==> src/rtl/tomasulo_pkg.sv <==
// Shared Tomasulo types: operand/tag/opcode widths, opcode encoding and the
// reservation-station entry layout.
package tomasulo_pkg;

  localparam int TAG_W  = 5;
  localparam int DATA_W = 32;
  localparam int OP_W   = 4;

  typedef enum logic [OP_W-1:0] {
    OP_ADD = 4'd0,
    OP_SUB = 4'd1,
    OP_MUL = 4'd2,
    OP_DIV = 4'd3,
    OP_LD  = 4'd4,
    OP_ST  = 4'd5
  } opcode_e;

  typedef struct packed {
    logic              valid;
    logic [OP_W-1:0]   op;
    logic [TAG_W-1:0]  rob_tag;
    logic              qj_valid;
    logic [TAG_W-1:0]  qj;
    logic [DATA_W-1:0] vj;
    logic              qk_valid;
    logic [TAG_W-1:0]  qk;
    logic [DATA_W-1:0] vk;
  } rs_entry_t;

  // True when a pending operand waiting on tag q is satisfied by this cycle's CDB.
  function automatic logic tag_hit(input logic pending, input logic [TAG_W-1:0] q,
                                   input logic cdb_v, input logic [TAG_W-1:0] cdb_t);
    return pending && cdb_v && (q == cdb_t);
  endfunction

endpackage

==> src/rtl/rs_age_matrix.sv <==
// Age matrix for the reservation station. r_older[i][j]=1 means entry j was
// issued before entry i. Grants the oldest entry among those marked ready.
module rs_age_matrix #(
  parameter int DEPTH = 4
) (
  input  logic             clk,
  input  logic             rst_n,
  input  logic             i_clear,
  input  logic [DEPTH-1:0] i_insert_oh,
  input  logic [DEPTH-1:0] i_remove_oh,
  input  logic [DEPTH-1:0] i_valid,
  input  logic [DEPTH-1:0] i_ready,
  output logic [DEPTH-1:0] o_grant
);

  logic [DEPTH-1:0] r_older [DEPTH];

  // Row i is rebuilt on insert from the survivors; removed/inserted columns drop out of every row.
  always_ff @(posedge clk or negedge rst_n) begin
    if (!rst_n) begin
      for (int i = 0; i < DEPTH; i++) r_older[i] <= '0;
    end else if (i_clear) begin
      for (int i = 0; i < DEPTH; i++) r_older[i] <= '0;
    end else begin
      for (int i = 0; i < DEPTH; i++) begin
        if (i_insert_oh[i])
          r_older[i] <= i_valid & ~i_remove_oh;
        else if (i_remove_oh[i])
          r_older[i] <= '0;
        else
          r_older[i] <= r_older[i] & ~i_insert_oh & ~i_remove_oh;
      end
    end
  end

  // An entry wins if it is ready and no ready entry is older than it.
  always_comb begin
    o_grant = '0;
    for (int i = 0; i < DEPTH; i++)
      o_grant[i] = i_ready[i] & ~(|(r_older[i] & i_ready));
  end

endmodule

==> src/rtl/reservation_station.sv <==
// Tomasulo reservation station: captures operands from issue or the CDB and
// dispatches the oldest ready entry to one functional unit.
// Optional macro RS_FLUSH_EN adds a synchronous i_flush port that empties the station.
module reservation_station
  import tomasulo_pkg::*;
#(
  parameter int DEPTH = 4
) (
  input  logic                       clk,
  input  logic                       rst_n,
`ifdef RS_FLUSH_EN
  input  logic                       i_flush,
`endif
  input  logic                       i_issue_valid,
  output logic                       o_issue_ready,
  input  logic [OP_W-1:0]            i_issue_op,
  input  logic [TAG_W-1:0]           i_issue_rob_tag,
  input  logic                       i_issue_qj_valid,
  input  logic [TAG_W-1:0]           i_issue_qj,
  input  logic [DATA_W-1:0]          i_issue_vj,
  input  logic                       i_issue_qk_valid,
  input  logic [TAG_W-1:0]           i_issue_qk,
  input  logic [DATA_W-1:0]          i_issue_vk,
  input  logic                       i_cdb_valid,
  input  logic [TAG_W-1:0]           i_cdb_tag,
  input  logic [DATA_W-1:0]          i_cdb_data,
  output logic                       o_ex_valid,
  input  logic                       i_ex_ready,
  output logic [OP_W-1:0]            o_ex_op,
  output logic [TAG_W-1:0]           o_ex_rob_tag,
  output logic [DATA_W-1:0]          o_ex_vj,
  output logic [DATA_W-1:0]          o_ex_vk,
  output logic [$clog2(DEPTH):0]     o_occupancy
);

  localparam int OCC_W = $clog2(DEPTH) + 1;

  rs_entry_t        r_ent [DEPTH];
  logic [OCC_W-1:0] r_occ;

  logic             w_flush;
  logic [DEPTH-1:0] w_valid;
  logic [DEPTH-1:0] w_ready;
  logic [DEPTH-1:0] w_grant;
  logic [DEPTH-1:0] w_ins_oh;
  logic [DEPTH-1:0] w_rem_oh;
  logic             w_free_hit;
  logic             w_issue_fire;
  logic             w_disp_fire;
  logic             w_byp_j;
  logic             w_byp_k;
  rs_entry_t        w_new;

`ifdef RS_FLUSH_EN
  assign w_flush = i_flush;
`else
  assign w_flush = 1'b0;
`endif

  assign o_issue_ready = (r_occ != OCC_W'(DEPTH));
  assign o_occupancy   = r_occ;
  assign w_issue_fire  = i_issue_valid & o_issue_ready & ~w_flush;
  assign o_ex_valid    = (|w_ready) & ~w_flush;
  assign w_disp_fire   = o_ex_valid & i_ex_ready;
  assign w_rem_oh      = w_grant & {DEPTH{w_disp_fire}};

  // Per-entry valid and operand-ready vectors from registered state only.
  always_comb begin
    w_valid = '0;
    w_ready = '0;
    for (int i = 0; i < DEPTH; i++) begin
      w_valid[i] = r_ent[i].valid;
      w_ready[i] = r_ent[i].valid & ~r_ent[i].qj_valid & ~r_ent[i].qk_valid;
    end
  end

  // Lowest-index free slot receives the issuing instruction.
  always_comb begin
    w_ins_oh   = '0;
    w_free_hit = 1'b0;
    for (int i = 0; i < DEPTH; i++) begin
      if (!r_ent[i].valid && !w_free_hit) begin
        w_ins_oh[i] = w_issue_fire;
        w_free_hit  = 1'b1;
      end
    end
  end

  // New entry image, with operands resolved by a same-cycle CDB broadcast.
  always_comb begin
    w_byp_j          = tag_hit(i_issue_qj_valid, i_issue_qj, i_cdb_valid, i_cdb_tag);
    w_byp_k          = tag_hit(i_issue_qk_valid, i_issue_qk, i_cdb_valid, i_cdb_tag);
    w_new.valid      = 1'b1;
    w_new.op         = i_issue_op;
    w_new.rob_tag    = i_issue_rob_tag;
    w_new.qj_valid   = i_issue_qj_valid & ~w_byp_j;
    w_new.qj         = i_issue_qj;
    w_new.vj         = w_byp_j ? i_cdb_data : i_issue_vj;
    w_new.qk_valid   = i_issue_qk_valid & ~w_byp_k;
    w_new.qk         = i_issue_qk;
    w_new.vk         = w_byp_k ? i_cdb_data : i_issue_vk;
  end

  // Entry storage: dispatch frees, CDB wakes pending operands, issue writes a free slot.
  always_ff @(posedge clk or negedge rst_n) begin
    if (!rst_n) begin
      for (int i = 0; i < DEPTH; i++) r_ent[i].valid <= 1'b0;
      r_occ <= '0;
    end else if (w_flush) begin
      for (int i = 0; i < DEPTH; i++) r_ent[i].valid <= 1'b0;
      r_occ <= '0;
    end else begin
      for (int i = 0; i < DEPTH; i++) begin
        if (w_rem_oh[i]) r_ent[i].valid <= 1'b0;
        if (tag_hit(r_ent[i].qj_valid, r_ent[i].qj, i_cdb_valid, i_cdb_tag)) begin
          r_ent[i].vj       <= i_cdb_data;
          r_ent[i].qj_valid <= 1'b0;
        end
        if (tag_hit(r_ent[i].qk_valid, r_ent[i].qk, i_cdb_valid, i_cdb_tag)) begin
          r_ent[i].vk       <= i_cdb_data;
          r_ent[i].qk_valid <= 1'b0;
        end
        if (w_ins_oh[i]) r_ent[i] <= w_new;
      end
      r_occ <= r_occ + OCC_W'(w_issue_fire) - OCC_W'(w_disp_fire);
    end
  end

  rs_age_matrix #(.DEPTH(DEPTH)) u_age (
    .clk         (clk),
    .rst_n       (rst_n),
    .i_clear     (w_flush),
    .i_insert_oh (w_ins_oh),
    .i_remove_oh (w_rem_oh),
    .i_valid     (w_valid),
    .i_ready     (w_ready),
    .o_grant     (w_grant)
  );

  // Present the granted entry to the functional unit.
  always_comb begin
    o_ex_op      = '0;
    o_ex_rob_tag = '0;
    o_ex_vj      = '0;
    o_ex_vk      = '0;
    for (int i = 0; i < DEPTH; i++) begin
      if (w_grant[i]) begin
        o_ex_op      = r_ent[i].op;
        o_ex_rob_tag = r_ent[i].rob_tag;
        o_ex_vj      = r_ent[i].vj;
        o_ex_vk      = r_ent[i].vk;
      end
    end
  end

endmodule
==> config.mk <==
export PLATFORM = sky130hd
export DESIGN_NAME = reservation_station
export DESIGN_NICKNAME = d
export VERILOG_FILES = /design/src/rtl/tomasulo_pkg.sv /design/src/rtl/rs_age_matrix.sv /design/src/rtl/reservation_station.sv
export SDC_FILE = /design/constraint.sdc
export NUM_CORES = 1
export LEC_CHECK = 0
export ABC_AREA = 0
export CAP_MARGIN = 30
export CORE_ASPECT_RATIO = 2
export CORE_MARGIN = 2
export CORE_UTILIZATION = 35
export DETAILED_ROUTE_END_ITERATION = 10
export PLACE_DENSITY_LB_ADDON = 0.15
export SLEW_MARGIN = 5
export SYNTH_ARGS = -nofsm -noshare
export SYNTH_HDL_FRONTEND = slang
export SYNTH_SLANG_ARGS = --single-unit
==> constraint.sdc <==
create_clock -name clk -period 9.35 [get_ports clk]
set_clock_uncertainty 0.1 [all_clocks]
set_input_delay 2.805 -clock clk [delete_from_list [all_inputs] [get_ports clk]]
set_output_delay 2.805 -clock clk [all_outputs]
set_load 0.02 [all_outputs]
Yosys cells after proc, flatten, opt, wreduce, memory -nomap -nowiden
Index checks and enable logic that the tools add are counted.
{"block": "word_totals", "register_bits": 363, "latch_bits": 0, "mem_bits_rw": 0, "mem_bits_ro": 0, "output_inout_bits": 78, "mem_count": 0}
{"block": "classes", "addsub": 2, "n_mul": 0, "n_div": 0, "n_lt_le_gt_ge": 0, "n_eq_ne": 11, "shift": 0, "n_mux": 57, "bitwise_logic": 46, "n_reduce_logical": 57}
{"cell": "2-to-1 mux 32 bit", "count": 18}
{"cell": "2-to-1 mux 86 bit", "count": 4}
{"cell": "bitwise AND 4 bit", "count": 14}
{"cell": "== test 5 bit", "count": 10}
{"cell": "2-to-1 mux 4 bit", "count": 12}
{"cell": "AND reduction 2 bit", "count": 12}
{"cell": "nonzero test 2 bit", "count": 12}
{"cell": "logical AND 1 bit", "count": 23}
{"cell": "2-to-1 mux 5 bit", "count": 4}
{"cell": "OR reduction 4 bit", "count": 5}
{"cell": "2-to-1 mux 1 bit", "count": 19}
{"cell": "bitwise AND 1 bit", "count": 16}
{"cell": "inverter 1 bit", "count": 14}
{"cell": "inverter 4 bit", "count": 2}
{"cell": "logical NOT 1 bit", "count": 5}
{"cell": "adder 3 x 1 -> 3 bit", "count": 1}
{"cell": "inequality test 3 bit (second input constant)", "count": 1}
{"cell": "subtractor 3 x 1 -> 3 bit", "count": 1}

Depth between registers and ports, before layout
{"block": "depth", "depth_word": 14, "mapped_depth": 12}

Hierarchy
A second synthesis with hierarchy kept.
{"block": "unflattened", "hier_cells": 1207, "hier_area_um2": 17429.2}
{"module": "reservation_station", "instances": 1, "cells_per_inst": 1129, "area_each_um2": 16588.4, "seq_area_each_um2": 10385.0}
{"module": "rs_age_matrix", "instances": 1, "cells_per_inst": 78, "area_each_um2": 840.8, "seq_area_each_um2": 400.4}

Worst setup path before layout
OpenSTA, ideal clock, no wires.
{"block": "synth_timing", "path_type": "input -> register", "startpoint": "input i_cdb_tag[1]", "endpoint": "register r_ent[0] (netlist name) (enable)", "setup_ns": 0.469, "arrival_time_ns": 5.654, "required_ns": 8.781, "slack_ns": 3.127, "path_stages": 4, "path_buffers": 1, "cell_sequence": "buf_2 > xnor2_1 > nand4_1 > o21ai_0"}
{"block": "synth_via", "elab_chain_cells": 4}
{"element": "start, declared", "line": "reservation_station.sv:25", "text": "input logic [TAG_W-1:0] i_cdb_tag,"}
{"element": "== test 5 bit", "line": "tomasulo_pkg.sv:33", "text": "return pending && cdb_v && (q == cdb_t);"}
{"element": "logical AND 1 bit", "line": "tomasulo_pkg.sv:33"}
{"element": "nonzero test 2 bit (no source line)"}
{"element": "AND reduction 2 bit (no source line)"}
{"element": "end signal, assigned by index", "line": "reservation_station.sv:123", "text": "if (w_ins_oh[i]) r_ent[i] <= w_new;"}
{"element": "end, declared", "line": "reservation_station.sv:38", "text": "rs_entry_t r_ent [DEPTH];"}
No other way between the ends.
A chain may end at the register's enable or synchronous reset.

Worst setup path in the final report
{"block": "layout_timing", "startpoint": "register r_ent[75] (netlist name)", "endpoint": "output o_ex_vk[13]"}
{"block": "layout_via", "elab_chain_cells": 11, "word_cells_on_any_way": 23, "classes_between": "mux (4); bitwise (15); reduce/logical (4)"}
{"element": "inverter 1 bit (*)", "line": "reservation_station.sv:73", "text": "w_ready[i] = r_ent[i].valid & ~r_ent[i].qj_valid & ~r_ent[i].qk_valid;"}
{"element": "bitwise AND 1 bit (*) (2 in series)", "line": "reservation_station.sv:73"}
{"element": "bitwise AND 4 bit", "line": "rs_age_matrix.sv:40", "text": "o_grant[i] = i_ready[i] & ~(|(r_older[i] & i_ready));"}
{"element": "OR reduction 4 bit", "line": "rs_age_matrix.sv:40"}
{"element": "inverter 1 bit", "line": "rs_age_matrix.sv:40"}
{"element": "bitwise AND 1 bit", "line": "rs_age_matrix.sv:40"}
{"element": "2-to-1 mux 32 bit (3 in series)", "line": "reservation_station.sv:147", "text": "if (w_grant[i]) begin"}
{"element": "2-to-1 mux 32 bit (*)", "line": "reservation_station.sv:147"}
{"element": "end, declared", "line": "reservation_station.sv:32", "text": "output logic [DATA_W-1:0] o_ex_vk,"}
Mark *: on every way between the ends. The rest lies on a longest branch, timed or not.

==> impl_results.md <==
* Result of the run: completed
* Slew headroom at 35.0%
* I/O pin count at between 200 and 250
* Antenna violations before repair at 2
* Global Route Usage Sum at 21.1%
* I/O Buffers at 204
* Switching Share at 33.6%
* Routed WL at between 50000 and 60000 um
* Final Wtd Congestion at 0.792
* Die ar. at around 0.055 mm2
* Hold Vio Cnt, Final at 0
* Grt ovf at 0
* Htree depth at 2
* Post-route ant nets at 0
* Initial Utilization at 35.2%
* Die W at 166 um
* Largest net degree at the start of global routing at 55
* Net Sw Power at 1.93 mW
* Register share of total power at 36.5%
* Internal power at 3.81 mW
* Main combinational cell family by area after synthesis: multiplexers
* Xor and xnor area share after synthesis at 2.47%
* Via Count at 12028
* Most used DFF post-synth: edfxtp_1
* Arr. time, crit path at around 4.6 ns
* Clock Power Share at 27.1%
* CTS Buf Count at 37
* Root Buffer: clkbuf_16
* Endpoint class of the critical path: output port
* Yosys warns at 0
* Final setup viols at 0
* FF-to-FF Start: o_occupancy[2]
* CTS tree: built
* Pleak at 7.07 nW
* Post-synthesis simple-gate area fraction at 10.8%
* Compound-Gate Fraction of Synth Area at 9.45%
* Critical path class: reg -> out
* Final HPWL DP at 36900 um
* CTS clock-pin slew for the worst setup and hold paths at 0.06 ns
* Seq/Total Area, Yosys at 58.4%
* Via density at 5.58
* Syn_nets at 1408
* Iter 0 DRT Violations at 655
* Biggest area consumer among synthesized cells: edfxtp_1
* DR WL/cell at 27.0 um
* Hold crit path type: reg -> reg
* Post-synth EDFFs at 340
* Mapped cell area at around 0.018 mm2
* FF+latch count, synth at 363
* Slew Limit Fails at 0
* # DRC at 0
* Post-route minimum period at 7.49 ns
* Reg-to-Reg End: r_ent[136]
* Peak supply drop at around 190 uV
* Setup_tns at 0 ns
* Row cnt at 119
* Top cell type's share of synthesized area at 55.3%
* Hold Slack at approximately 0.40 ns
* Die Y at 329 um
* Worst Max-Slew Pin Slew at 0.968 ns
* Max FO, Critical Path at a little over 40
* Fin crit share at 80.1%
* TritonRoute pass-1 iters at 7
* Power Density at 254 mW/mm2
* Worst Hold Path Cells at 1
* Most common cell in the synthesized netlist: edfxtp_1
* WP data required at 6.45 ns
* R2R depth at 6
* Post-CTS Setup Bufs at 0
* Vias in the first global route at 13081
* Worst Hold End: u_age.r_older[9]
* RSZ-0062 raised after global routing: false
* CTS hold repair buffers at 0
* Combinational share of power at 36.4%
* Synth top area cells: edfxtp_1 55%, mux2_2 14%, a211oi_2 4.7%
* Placeable core area at ~0.052 mm2
* CP Launch Type: register
* Post-Synth Adder-Cell Area at 0.244%
* Share of cells above drive strength 1 at about a third
* Clk_lat worst skew at 0.55 ns
* Max cap viols at 0
* Post_cts resized at 0
* Mean Syn Cell Area at 14.4 um2
* NumNets Final at roughly 1600
* Mux share of post-synthesis cell area at ~16%
* First-pass GRT wire length at 85800 um
* Worst R2R Setup Slack at 5.86 ns
* Asr flop ratio synth at ~6.3%
* Synth top cells by count: 340 x edfxtp_1, 225 x mux2_2, 76 x a211oi_1, 74 x nor3_1, 73 x nor2_1
* Synthesized instance count at 1278
* Layout area overhead at 22.4%
* Distinct cell type count after synthesis at 47
* Clock Path Buffers at 3
* FMAX at 134 MHz
* Hold path startpoint: u_age.r_older[9]
* CTS Sinks at 363
## routing by layer
| metal | routed length, um | track usage (%) | share of wire, % |
|---|---|---|---|
| met1 | 22100 | 23.5 | 38 |
| met2 | 31800 | 40.0 | 55 |
| met3 | 2200 | 2.80 | 3.8 |
| met4 | 2220 | 8.38 | 3.8 |
| met5 | 0 | 0 | 0 |
## sequential cells by signal (all words and copies together) (netlist names)
| signal | cells |
|---|---|
| o_occupancy | 3 |
| u_age.r_older | 16 |
| r_ent | 344 |
## kinds of logic after synthesis
family	count (synthesis)
flip-flops	363
AND/OR/NAND/NOR	309
multiplexers	256
adder cells (fa/ha/maj)	3
AO/OA/AOI/OAI	189
XOR/XNOR	52
buffers and inverters	106
## through the flow
step | total power [mW] | worst slack [ns] | instances | cell area [um2] | utilization (%)
floorplan | 3.40 | 3.13 | 1278 | 18500 | -
global placement | 4.23 | 2.42 | 2085 | 21300 | 40.6
detailed placement | 4.24 | 2.41 | 2087 | 21300 | 40.7
CTS | 5.82 | 1.81 | 2152 | 22500 | 43.0
global route | 5.98 | 1.66 | 2156 | 22600 | 43.1
finish | 5.75 | 1.86 | 2156 | 22600 | 43.1
## power by group through the flow
stage	Clock (mW)	Combinational (mW)	Sequential, mW
final	1.56	2.09	2.10
after global routing	1.65	2.23	2.11
after CTS	1.60	2.12	2.10
after detailed placement	0	2.11	2.13
after global placement	0	2.10	2.13
after floorplan	0	1.28	2.12
## layout by cell type, fill, tap and decap left out, types with 35 or more instances in the layout
cell type / synthesis / routed
xnor2_1: 44 / 44
buf_4: 1 / 35
a211oi_1: 76 / 76
clkbuf_16: 0 / 39
a211oi_2: 70 / 70
edfxtp_1: 340 / 340
clkdlybuf4s50_1: 0 / 204
mux2_2: 225 / 225
nor3_1: 74 / 74
nand3_2: 70 / 70
nor2_1: 73 / 73
## worst max path at each step
stage / from / to / cells past startpoint
global route: r_ent[75] / o_ex_vk[13] / 6
floorplan: i_cdb_tag[1] / r_ent[0] / 4
global placement: r_ent[75] / o_ex_vk[13] / 6
detailed placement: r_ent[75] / o_ex_vk[13] / 6
finish: r_ent[75] / o_ex_vk[13] / 6
CTS: r_ent[75] / o_ex_vk[13] / 6
## final cells by class
type                            count  area [um2]
Clock buffer                       49        1020
Fill cell                        4842       29800
Tap cell                          665         832
Inverter                            9        33.8
Antenna cell                        2        5.00
Sequential cell                   363       10800
Clock inverter                     16         206
Timing Repair Buffer              243        2410
Multi-Input combinational cell    809        7300
## critical path: stages (launching register included)
cell and delay (ns):
edfxtp_1 0.48, nor4bb_1 0.75, or4_4 0.79, buf_4 0.74, nand3_2 0.15, a211oi_2 0.34, clkdlybuf4s50_1 0.68
(Power assumes the default switching activity.)
